File: src/rtl/riscv_pkg.sv
// Shared RISC-V encoding definitions: format codes (also used as the decoder's
// imm_sel), the canonical NOP word, encoder states and an immediate-fit helper.
package riscv_pkg;

    typedef enum logic [2:0] {
        FMT_R = 3'b000,
        FMT_I = 3'b001,
        FMT_S = 3'b010,
        FMT_B = 3'b011,
        FMT_U = 3'b100,
        FMT_J = 3'b101
    } fmt_e;

    typedef enum logic [1:0] {
        ST_IDLE  = 2'd0,
        ST_WRITE = 2'd1,
        ST_DONE  = 2'd2
    } enc_state_e;

    localparam logic [31:0] NOP_INSTR = 32'h0000_0013;

    // True when v is representable as an nbits-wide two's complement value.
    function automatic logic fits_signed(input logic [31:0] v, input int unsigned nbits);
        logic [31:0] s;
        s = $unsigned($signed(v) >>> (nbits - 1));
        return (s == '0) || (s == '1);
    endfunction

endpackage

File: src/rtl/instr_pack.sv
// Combinational field packer: instruction fields + format code -> 32-bit word.
// Immediate range flagging is only built with IMM_RANGE_CHECK_EN defined.
module instr_pack
    import riscv_pkg::*;
(
    input  logic [2:0]  fmt,
    input  logic [6:0]  opcode,
    input  logic [4:0]  rd,
    input  logic [4:0]  rs1,
    input  logic [4:0]  rs2,
    input  logic [2:0]  funct3,
    input  logic [6:0]  funct7,
    input  logic [31:0] imm,
    output logic [31:0] word,
    output logic        imm_bad
);

    always_comb begin
        word = NOP_INSTR;
        case (fmt)
            FMT_R: word = {funct7, rs2, rs1, funct3, rd, opcode};
            FMT_I: word = {imm[11:0], rs1, funct3, rd, opcode};
            FMT_S: word = {imm[11:5], rs2, rs1, funct3, imm[4:0], opcode};
            FMT_B: word = {imm[12], imm[10:5], rs2, rs1, funct3, imm[4:1], imm[11], opcode};
            FMT_U: word = {imm[31:12], rd, opcode};
            FMT_J: word = {imm[20], imm[10:1], imm[11], imm[19:12], rd, opcode};
            default: word = NOP_INSTR;
        endcase
    end

`ifdef IMM_RANGE_CHECK_EN
    // B/J offsets must also be halfword aligned since bit 0 is not encoded.
    always_comb begin
        imm_bad = 1'b0;
        case (fmt)
            FMT_I, FMT_S: imm_bad = !fits_signed(imm, 12);
            FMT_B:        imm_bad = !fits_signed(imm, 13) || imm[0];
            FMT_U:        imm_bad = |imm[11:0];
            FMT_J:        imm_bad = !fits_signed(imm, 21) || imm[0];
            default:      imm_bad = 1'b0;
        endcase
    end
`else
    assign imm_bad = 1'b0;
`endif

endmodule

File: src/rtl/instr_encoder.sv
// Streams encoded instruction words into an instruction memory, one word per
// accepted bundle. Optional immediate range flagging via IMM_RANGE_CHECK_EN.
module instr_encoder
    import riscv_pkg::*;
#(
    parameter int          ADDR_W    = 8,
    parameter logic [31:0] BASE_ADDR = 32'h0000_0000
) (
    input  logic              clk,
    input  logic              rst,
    input  logic              in_valid,
    output logic              in_ready,
    input  logic [2:0]        fmt,
    input  logic [6:0]        opcode,
    input  logic [4:0]        rd,
    input  logic [4:0]        rs1,
    input  logic [4:0]        rs2,
    input  logic [2:0]        funct3,
    input  logic [6:0]        funct7,
    input  logic [31:0]       imm,
    input  logic              last,
    input  logic              clear,
    output logic              imem_we,
    output logic [31:0]       imem_addr,
    output logic [31:0]       imem_wdata,
    output logic [ADDR_W:0]   count,
    output logic              full,
    output logic              done,
    output logic              err,
    output enc_state_e        dbg_state
);

    // Handshake: a bundle transfers on a rising edge where in_valid && in_ready;
    // in_ready never depends on in_valid, and the bundle may change after transfer.

    localparam int unsigned     CAP_I = 1 << ADDR_W;
    localparam logic [ADDR_W:0] CAP   = CAP_I[ADDR_W:0];

    enc_state_e      state_q, state_d;
    logic            we_q, we_d;
    logic            last_q, last_d;
    logic [31:0]     addr_q, addr_d;
    logic [31:0]     wdata_q, wdata_d;
    logic [ADDR_W:0] count_q, count_d;
    logic            err_q, err_d;

    logic [31:0]     word;
    logic            imm_bad;
    logic [ADDR_W:0] slots;
    logic            accept;

    instr_pack u_pack (
        .fmt     (fmt),
        .opcode  (opcode),
        .rd      (rd),
        .rs1     (rs1),
        .rs2     (rs2),
        .funct3  (funct3),
        .funct7  (funct7),
        .imm     (imm),
        .word    (word),
        .imm_bad (imm_bad)
    );

    // Slots counts the in-flight write so the last free word is never double-booked.
    assign slots    = count_q + {{ADDR_W{1'b0}}, we_q};
    assign full     = (count_q == CAP);
    assign in_ready = !full && (slots < CAP) && (state_q != ST_DONE)
                      && !(we_q && last_q) && !clear;
    assign accept   = in_valid && in_ready;

    always_comb begin
        state_d = state_q;
        we_d    = accept;
        last_d  = accept && last;
        addr_d  = addr_q;
        wdata_d = wdata_q;
        count_d = count_q + {{ADDR_W{1'b0}}, we_q};
        err_d   = err_q | (accept & imm_bad);

        if (accept) begin
            wdata_d = word;
            addr_d  = BASE_ADDR + (32'(slots) << 2);
        end

        case (state_q)
            ST_IDLE:  if (accept) state_d = ST_WRITE;
            ST_WRITE: begin
                if (last_q)      state_d = ST_DONE;
                else if (accept) state_d = ST_WRITE;
                else             state_d = ST_IDLE;
            end
            ST_DONE:  state_d = ST_DONE;
            default:  state_d = ST_IDLE;
        endcase

        if (clear) begin
            state_d = ST_IDLE;
            we_d    = 1'b0;
            last_d  = 1'b0;
            count_d = '0;
            err_d   = 1'b0;
        end
    end

    always_ff @(posedge clk) begin
        if (rst) begin
            state_q <= ST_IDLE;
            we_q    <= 1'b0;
            last_q  <= 1'b0;
            addr_q  <= BASE_ADDR;
            wdata_q <= '0;
            count_q <= '0;
            err_q   <= 1'b0;
        end else begin
            state_q <= state_d;
            we_q    <= we_d;
            last_q  <= last_d;
            addr_q  <= addr_d;
            wdata_q <= wdata_d;
            count_q <= count_d;
            err_q   <= err_d;
        end
    end

    assign imem_we    = we_q;
    assign imem_addr  = addr_q;
    assign imem_wdata = wdata_q;
    assign count      = count_q;
    assign done       = (state_q == ST_DONE);
    assign err        = err_q;
    assign dbg_state  = state_q;

endmodule

File: config.mk
export PLATFORM = sky130hd
export DESIGN_NAME = instr_encoder
export DESIGN_NICKNAME = d
export VERILOG_FILES = /design/src/rtl/riscv_pkg.sv /design/src/rtl/instr_pack.sv /design/src/rtl/instr_encoder.sv
export SDC_FILE = /design/constraint.sdc
export NUM_CORES = 1
export LEC_CHECK = 0
export CORE_MARGIN = 2
export CORE_UTILIZATION = 30
export CTS_CLUSTER_DIAMETER = 40
export DETAILED_ROUTE_END_ITERATION = 16
export PLACE_DENSITY_LB_ADDON = 0.15
export SLEW_MARGIN = 20
export SYNTH_ARGS = -nofsm -noshare
export SYNTH_HDL_FRONTEND = slang
export SYNTH_SLANG_ARGS = --single-unit
export TNS_END_PERCENT = 1
File: constraint.sdc
create_clock -name clk -period 5 [get_ports clk]
set_clock_uncertainty 0.05 [all_clocks]
set_input_delay 1 -clock clk [delete_from_list [all_inputs] [get_ports clk]]
set_output_delay 1 -clock clk [all_outputs]
set_load 0.03 [all_outputs]
# After elaboration in Yosys (flattened, before gate mapping)
# Index checks and enable logic that the tools add are counted.
# totals
mem_bits_ro,0
ram_bits,0
output_inout_bits,80
in_bits,72
latch_bits,0
elab_cells,36
reg_bits,54
n_memories,0
# op_classes
div,0
reduce_logical,13
mul,0
magnitude_cmp,1
n_addsub,1
n_shift,0
bitwise,0
muxes,5
eq_ne,10
# ops
operator,n
$pmux 32 s6,1
$add 9x1->9,1
$eq 9x9->1 const B,1
$lt 9x9->1 const B,1
$logic_and 1x1->1,7
$eq 3x2->1 const B,2
$eq 3x3->1 const B,2
$pmux 2 s3,1
$mux 2,2
$ne 2x2->1 const B,2
$eq 3x1->1 const B,1
$logic_not 1->1,3
$logic_not 3->1,1
$eq 2x1->1 const B,1
$eq 2x2->1 const B,1
$logic_not 2->1,1
$reduce_or 2->1,1
$mux 1,1

# Logic depth before layout (Yosys ltp)
# Gate-level depths: netlist (run 1).
# logic_depth
ltp_word,10
depth_mapped,9
ltp_nobuf,8

# Cells and area by module
# A second synthesis (run 1) with hierarchy kept.
# hier_totals
cells_unflattened,362
area_unflattened_um2,2990.4
# by_module_without_submodules
module,seq_area_each_um2,n_inst,area_per_inst_um2,cells_per_inst
instr_encoder,1101.1,1,2419.8,272
instr_pack,0.0,1,570.5,90

# Worst setup path after synthesis (run 1)
# No wires, ideal clock.
# synth_path
kind,reg2out
start,"register we_q, in the netlist imem_we"
end,output port in_ready
path_buffers,1
path_stages_with_launch,8
slack_ns,2.113
required_ns,3.950
arrival_ns,1.837
cell_sequence,dfxtp_1 > ha_1 > ha_1 > nand3_2 > or3_4 > nand4_4 > inv_6 > buf_6
# synth_between
elab_chain_cells,6
elab_cells_between_ends,8
cone_classes,add/sub (1); order compare (1); reduce/logical (6)
# synth_lines
item,line,text
start: declaration,instr_encoder.sv:40,"logic we_q, we_d;"
start signal: assignment,instr_encoder.sv:117,we_q <= we_d;
$add 9x1->9,instr_encoder.sv:66,"assign slots = count_q + {{ADDR_W{1'b0}}, we_q};"
$lt 9x9->1,instr_encoder.sv:68,assign in_ready = !full && (slots < CAP) && (state_q != ST_DONE)
$logic_and 1x1->1 (2 in a row),instr_encoder.sv:68,
$logic_and 1x1->1 * (2 in a row),instr_encoder.sv:69,&& !(we_q && last_q) && !clear;
end: declaration,instr_encoder.sv:12,"output logic in_ready,"
# Mark *: on every way between the ends. The rest lies on a longest branch, timed or not.

# Final worst setup path (run 1)
# layout_path
start,input port clear
end,output port in_ready
# layout_between
elab_chain_cells,2
# layout_lines
item,line,text
start: declaration,instr_encoder.sv:22,"input logic clear,"
$logic_not 1->1,instr_encoder.sv:69,
$logic_and 1x1->1,instr_encoder.sv:69,
# Every way passes these cells.

==> impl.org, run 1 <==
** Drt
- After the first detailed-routing iteration, the DRC count stood at 70.
- For this block, the routed nets add up to 8.73 mm of wire.
- After detailed routing, the number of vias per cell comes to 4.83.
- The routed layout has 2741 vias.
- Number of design rule violations left after detail routing :: 0
- In the final routed layout, each cell accounts on average for 15.4 um.
- The first detailed-routing pass ran for 5 iterations.
- The count of nets left with antenna violations once routing finished came out at 0.

** Global route
- Largest net degree at the start of global routing :: 42
- Global-route total usage across every layer :: 15.4%
- Number of antenna violations at the first check in global routing :: 0
- Via count of the first global-routing pass :: 2769
- The first global-routing pass estimated 14.0 mm of wire.
- After global routing the overflow that remains totals 0.

** STA
- Across all setup checks in the final design, the least slack found is 1.14 ns.
- Normalized max-slew margin :: 45.2%
- Total negative slack :: 0 ns
- After layout, the worst path uses 77.3% of the clock period.
- The number of hold-slack violations in the final timing report came to 0.
- Post-layout min period :: 3.86 ns
- Setup repair after global routing left no endpoint under its margin.
- For the pin with the worst max-slew slack, the measured transition is 0.820 ns.
- Max-slew violation count :: 0
- Total of endpoints with negative setup slack in the final report :: 0
- Highest achievable clock rate :: 0.259 GHz

** CTS
- Count of cells resized by post-cts repair :: 0
- Buffers added to address setup during post-CTS repair amount to 0.
- The clock reaches the later pin of the worst-skew pair after 0.31 ns.
- CTS root buffer :: sky130_fd_sc_hd__clkbuf_8
- In this run, post-CTS hold repair placed 0 buffers.
- Counting along the longest clock path gives a buffer depth of 2.
- Clock-pin slew was measured on the worst setup and hold paths at 0.09 ns.
- Number of CTS-inserted buffers :: 5
- Clock sinks :: 54
- Max H-tree Level :: 2
- TritonCTS built the clock tree.

** Power and ir drop
- The worst-case IR drop observed on VDD is 109 uV.
- Cell Pwr Density :: 230 mW/mm2
- Reg power frac :: 46.0%
- Combinational Power Share :: 29.2%
- The clock network is responsible for 24.8% of the overall power.
- Cell internal power was estimated by the tool at 0.679 mW.
- The analysis attributes to net switching a power of 0.328 mW.
- P_leak :: 1.48 nW
- Net switching is 32.6% of the power.

** Placement
- Buffers on Ports :: 127
- The wire-length estimate of the detail-placed layout is 6.20 mm.
- Prior to clock tree synthesis, the placed netlist has a worst setup slack of 1.11 ns.
- At the end of routability-driven placement, the weighted congestion stood at 0.736.

** Synthesis
- Number of enable flip-flop cells after synthesis :: 0
- Most frequently used cell type in the post-synthesis netlist :: sky130_fd_sc_hd__dfxtp_1
- Sequential elements use 34.8% of the synthesized area.
- Synthesis inferred 54 register bits.
- Counting instances in the post-synthesis netlist gives the leading cell types as 54 x sky130_fd_sc_hd__dfxtp_1, 32 x sky130_fd_sc_hd__a21oi_2, 28 x sky130_fd_sc_hd__a211oi_2.
- Largest cells by area after synthesis :: sky130_fd_sc_hd__dfxtp_1 35%, sky130_fd_sc_hd__a211oi_2 11%, sky130_fd_sc_hd__a21oi_2 9.0%
- Share of synthesized registers carrying an async set or reset :: 0%
- Area share of the leading cell type in the synthesized netlist :: 34.8%
- For this run, the number of Yosys warnings is 0.
- Synth Area per Inst :: 9.68 um2
- Gate count after technology mapping :: 321
- Syn Std Cell Area :: 0.00311 mm2
- Synthesis instantiated 48 different standard cells from the library.
- sky130_fd_sc_hd__dfxtp_1 takes more of the synthesized area than any other cell.
- In the synthesized netlist the dominant register cell turns out to be sky130_fd_sc_hd__dfxtp_1.

** Die
- Starting utilization of the core area :: 30.5%
- Vert. Die Dim :: 106 um
- For this design the top-level I/O count stands at 152.
- Chip width :: 106 um
- The floorplan has 37 rows.
- The floorplan step defined a die boundary enclosing 0.0112 mm2.
- Placeable core region :: 0.0102 mm2

** Hold path
- Worst Hold Class :: flop to flop

** Run
- Number of max-capacitance violations reported :: 0

** Critical path
- Startpoint class of the critical path :: primary input
- Worst setup path class :: primary input to primary output
- Endpoint class of the critical path :: primary output
- STA puts the critical path data arrival time at 2.81 ns.
- For the worst setup path, the data required time is 3.95 ns.
- Highest net fanout along the worst path :: 14

** Cells and area
- Layout cell share with drive strength beyond 1 :: 21.3%
- The repair_antennas step left the layout with diodes totalling 0.
- The net count of the finished layout is 505.
- Area of the multi-input gates :: 0.00170 mm2
- Registers take 0.00108 mm2.
- The layout has 1018 filler cells.
- The area growth from synthesis to layout is 40.8%.

** Run status
- Run status :: finished, final reports clean
routing by layer:
layer / wire length, um / vias up / track usage, % / part of all wire (%)
met1: 3910 / 1297 / 18.5 / 45
met5: 0 / - / 0 / 0
met2: 4130 / 94 / 27.5 / 47
met3: 604 / 7 / 3.96 / 6.9
met4: 85 / 0 / 3.38 / 0.97
li1: - / 1343 / - / -
worst max-delay path, cell delays in order:
cell and delay (ns):
sky130_fd_sc_hd__clkdlybuf4s50_1 0.45, sky130_fd_sc_hd__a211oi_2 0.28, sky130_fd_sc_hd__nand4_4 0.30, sky130_fd_sc_hd__inv_6 0.11
sky130_fd_sc_hd__clkdlybuf4s50_1 0.67
area by class of cell:
class                      count  area share (%)
multi-input combinational    234            38.7
inverter                       4           0.458
clock buffer                   5            1.57
timing repair buffer         132            30.1
clock inverter                 3           0.486
sequential                    54            24.7
tap                          136            3.89
logic make-up after synthesis:
family	count (synthesis)	synth area share, %
compound gates	122	32.7
mux	4	1.37
buf+inv	56	13.4
other cells	1	0.121
simple gates	76	15.1
xor+xnor	6	1.69
flops	54	34.8
fa+ha+maj	2	0.805
final timing paths:
check / from / endpoint / slack [ns] / depth (start not counted)
worst max register to register: imem_we / dbg_state[0] / 2.24 / 9
worst min-delay path: imem_wdata[31] / imem_wdata[31] / 0.42 / 2
worst min register to register: imem_wdata[31] / imem_wdata[31] / 0.42 / 2
worst max-delay path: clear / in_ready / 1.14 / 5
state kept, by name, summed over array words and instances (netlist names):
| register | count |
|---|---|
| count | 9 |
| dbg_state | 2 |
| imem_addr | 9 |
| imem_wdata | 32 |
| imem_we | 1 |
| last_q | 1 |
cells in the final DEF (no fill, tap or decap), types with 3 or more instances in the layout:
| cell | n |
|---|---|
| sky130_fd_sc_hd__clkdlybuf4s50_1 | 125 |
| sky130_fd_sc_hd__dfxtp_1 | 54 |
| sky130_fd_sc_hd__a21oi_2 | 32 |
| sky130_fd_sc_hd__a211oi_2 | 28 |
| sky130_fd_sc_hd__conb_1 | 24 |
| sky130_fd_sc_hd__nor2_1 | 22 |
| sky130_fd_sc_hd__a21oi_1 | 22 |
| sky130_fd_sc_hd__a22oi_1 | 22 |
| sky130_fd_sc_hd__nor2b_1 | 11 |
| sky130_fd_sc_hd__nor3_1 | 8 |
| sky130_fd_sc_hd__o21ai_0 | 7 |
| sky130_fd_sc_hd__o22ai_1 | 6 |
| sky130_fd_sc_hd__nor3_2 | 5 |
| sky130_fd_sc_hd__clkbuf_8 | 5 |
| sky130_fd_sc_hd__xnor2_1 | 4 |
| sky130_fd_sc_hd__nand4b_1 | 4 |
| sky130_fd_sc_hd__buf_4 | 4 |
| sky130_fd_sc_hd__nand4_1 | 3 |
| sky130_fd_sc_hd__inv_1 | 3 |
| sky130_fd_sc_hd__nand2_1 | 3 |
| sky130_fd_sc_hd__and3_1 | 3 |
| sky130_fd_sc_hd__nand3_1 | 3 |
stage by stage:
step | power [mW] | std cells | instance area (um2) | hold WS [ns] | util, %
after detailed placement | 0.766 | 559 | 4260 | 0.406 | 41.8
after CTS | 1.02 | 567 | 4350 | 0.424 | 42.7
final | 1.01 | 568 | 4380 | 0.423 | 43.0
after floorplan | 0.669 | 344 | 3190 | 0.508 | -
after global placement | 0.764 | 559 | 4260 | 0.404 | 41.8
after global routing | 1.06 | 568 | 4380 | 0.446 | 43.0
power by group through the flow:
stage | Clock (mW) | Sequential [mW] | Combinational (mW)
6_report | 0.250 | 0.464 | 0.294
5_1_grt | 0.274 | 0.466 | 0.315
4_1_cts | 0.262 | 0.464 | 0.294
3_5_place_dp | 0 | 0.473 | 0.293
3_3_place_gp | 0 | 0.473 | 0.291
2_1_floorplan | 0 | 0.511 | 0.158
No activity file was read; power rests on OpenSTA's default activity.
==> run 2: changes to the inputs <==
==> constraint.sdc (replaced) <==
create_clock -name clk -period 3.4 [get_ports clk]
set_clock_uncertainty 0.05 [all_clocks]
set_input_delay 0.68 -clock clk [delete_from_list [all_inputs] [get_ports clk]]
set_output_delay 0.68 -clock clk [all_outputs]
set_load 0.03 [all_outputs]
==> impl.org, run 2 (synthesis gave the netlist of run 1 again) <==
** CTS
- The number of H-tree levels is 2 (unchanged).
- The maximum clock insertion buffer count is 2 (unchanged).
- Number of CTS-inserted buffers :: 5 (unchanged)
- CTS Hold Bufs :: 0 (unchanged)
- Clock tree from TritonCTS :: yes
- The cell sitting at the root of the clock tree is a sky130_fd_sc_hd__clkbuf_8.
- The quantity of gates resized following cts was 0 (unchanged).
- The clock transition at the register clock pins on the worst setup and hold paths after CTS was 0.10 ns (about the same).
- The count of buffers added by post-CTS timing repair for setup was 0 (unchanged).
- Clk Latency, worst-skew pair :: 0.31 ns (about the same)
- The number of clock sinks came to 54 (unchanged).

** Die
- Placeable core region :: 0.0102 mm2 (unchanged)
- The height of the chip was 106 um (unchanged).
- The die width came to 106 um (unchanged).
- Starting utilization of the core area :: 30.5% (unchanged)
- Floorplan row count :: 37 (unchanged)
- Die Area :: 0.0112 mm2 (unchanged)
- I/O pins :: 152 (unchanged)

** Critical path
- The maximum fanout encountered on the critical timing path is 18 (+4).
- Crit path required time :: 2.67 ns (-1.28 ns)
- Among the stages of the critical path, the cell type that occurs most often is sky130_fd_sc_hd__ha_1.
- STA classifies the critical path endpoint as a primary output.
- The critical path goes through ha_1 -> ha_1 -> nand3_2 -> or3_4 -> nand4_4 -> inv_6 -> buf_4.
- Arrival @ worst endpoint :: 2.23 ns (-0.58 ns)
- The maximum cell stage delay along the critical path is 0.42 ns (-0.25 ns).
- Worst setup path class :: flop to primary output
- The worst setup path is launched from a flop.
- The slowest stage of the critical path belongs to the cell sky130_fd_sc_hd__or3_4.
- The logic depth of the worst register-to-register path came to 9 (unchanged).

** Global route
- Via count of the first global-routing pass :: 2838 (+2.5%)
- The largest net degree at the start of global routing is 31 (-26%).
- The total global routing track utilization is 15.8% (+0.45 points).
- The aggregate global routing overflow was 0 (unchanged).
- The global-route wire length before repair was 14.5 mm (+3.2%).
- The number of antenna violations at the first check in global routing was 0 (unchanged).

** STA
- Max-slew violation count :: 0 (unchanged)
- Transition at the pin with the smallest max-transition slack :: 0.858 ns (+0.0374 ns)
- Final period util :: 87.2%
- Normalized max-slew margin :: 42.7% (-2.5 points)
- Setup repair after global routing left no endpoint under its margin.
- Worst hold slack after final layout :: 0.429 ns (+0.00582 ns)
- The total setup violations reported at the end of the flow is 0 (unchanged).
- Post-layout min period :: 2.96 ns
- Final setup margin :: 0.436 ns (-0.701 ns)
- Based on the critical path, the design can be clocked at up to 0.337 GHz.
- Final hold violation count :: 0 (unchanged)
- The total negative slack for setup checks was 0 ns (unchanged).

** Cells and area
- The total area of multi-input combinational cells was 0.00170 mm2 (unchanged).
- Area added between synthesis and finish :: 41.1%
- The post-layout net count was 507 (+0.40%).
- Layout cell share with drive strength beyond 1 :: 21.9% (+0.59 points)
- The number of flip-flops in the largest register is 32 (unchanged).
- Share of the core filled with cells in the final layout :: 43.0% (+0.086 points)
- Leaving out fill and tap cells, the most frequent cells in the layout are 124 x sky130_fd_sc_hd__clkdlybuf4s50_1, 54 x sky130_fd_sc_hd__dfxtp_1, 32 x sky130_fd_sc_hd__a21oi_2.
- The library cell used most frequently in the layout, excluding fill and tap cells, is sky130_fd_sc_hd__clkdlybuf4s50_1.
- The number of fill cells in the layout came to 1006 (-1.2%).
- The number of antenna diodes was 0 (unchanged).
- Post-layout instance area :: 0.00438 mm2 (+0.20%)
- Storage cell area :: 0.00108 mm2 (unchanged)

** Power and ir drop
- Peak supply drop :: 157 uV (+45%)
- P_leak :: 1.49 nW (+0.53%)
- The power per cell area was 340 mW/mm2 (+48%).

** Run
- The number of max-capacitance violations reported is 0 (unchanged).

** Drt
- The sum of routed wire length over all layers is 8.80 mm (+0.84%).
- Number of nets still failing antenna checks after routing :: 0 (unchanged)
- The ratio of routed vias to standard cells was 4.84 (+0.27%).
- Number of design rule violations left after detail routing :: 0 (unchanged)
- Detailed Routing Iterations Pass 1 :: 4 (-1)
- Vias post-DR :: 2758 (+0.62%)
- The average wire length per cell after detail routing was 15.4 um (+0.48%).
- The number of DRC markers after the initial detailed-route iteration is 125 (+79%).

** Placement
- The pre-CTS setup slack was 0.454 ns (-0.657 ns).
- Post-DP HPWL :: 6.46 mm (+4.2%)
- Placer's final routability congestion estimate :: 0.733 (-0.48%)
- The post-detailed-placement cell area is 0.00429 mm2 (+0.76%).
- Buffers on Ports :: 127 (unchanged)

** Hold path
- Number of stages on the worst hold path :: 2 (unchanged)
- Worst Hold Class :: flop to flop

** Run status
- The run finished with clean final reports.
[run 2: cell types whose count changed in the layout (fill, tap and decap cells not counted), sizes merged]
cell / before / now
clkdlybuf4s50: 125 / 124
buf: 7 / 10
clkinv: 2 / 1
inv: 4 / 5
[run 2: area by class of cell]
cell class	count	share of cell area, %
clock inverter	3	0.571
inverter	4	0.457
tap	136	3.88
clock buffer	5	1.57
timing repair buffer	134	30.2
sequential	54	24.7
multi-input combinational	234	38.7
[run 2: per-stage QoR]
| step | cells | power (mW) |
|---|---|---|
| 2_1_floorplan | 344 | 0.984 |
| 3_3_place_gp | 562 | 1.13 |
| 3_5_place_dp | 562 | 1.13 |
| 4_1_cts | 570 | 1.51 |
| 5_1_grt | 570 | 1.57 |
| 6_report | 570 | 1.49 |
[run 2: worst max-delay path: cells and delay by family (launching register included)]
kind | cells | cell delay, ns
adders and majority gates | 2 | 0.38
buffers and inverters | 2 | 0.34
DFF | 1 | 0.39
and+or+nand+nor | 3 | 0.81
[run 2: where the power goes]
group | total [mW] | switching [mW] | internal [mW]
clock | 0.375 | 0.226 | 0.149
sequential | 0.682 | 0.0206 | 0.662
combinational | 0.432 | 0.241 | 0.191
[run 2: layer usage]
metal  routed length, um  part of all wire, %  track usage, %  vias to the layer above
met3                 661                  7.5            5.01                        5
met5                   0                    0               0                        -
met2                4230                   48            27.6                       87
met4                  55                 0.63            2.82                        0
li1                    -                    -               -                     1345
met1                3850                   44            19.3                     1321
[run 2: final timing paths]
kind	start	to	slack (ns)
max reg2reg	imem_we	imem_addr[9]	0.75
max	imem_we	in_ready	0.44
min reg2reg	imem_wdata[31]	imem_wdata[31]	0.43
min	imem_wdata[31]	imem_wdata[31]	0.43
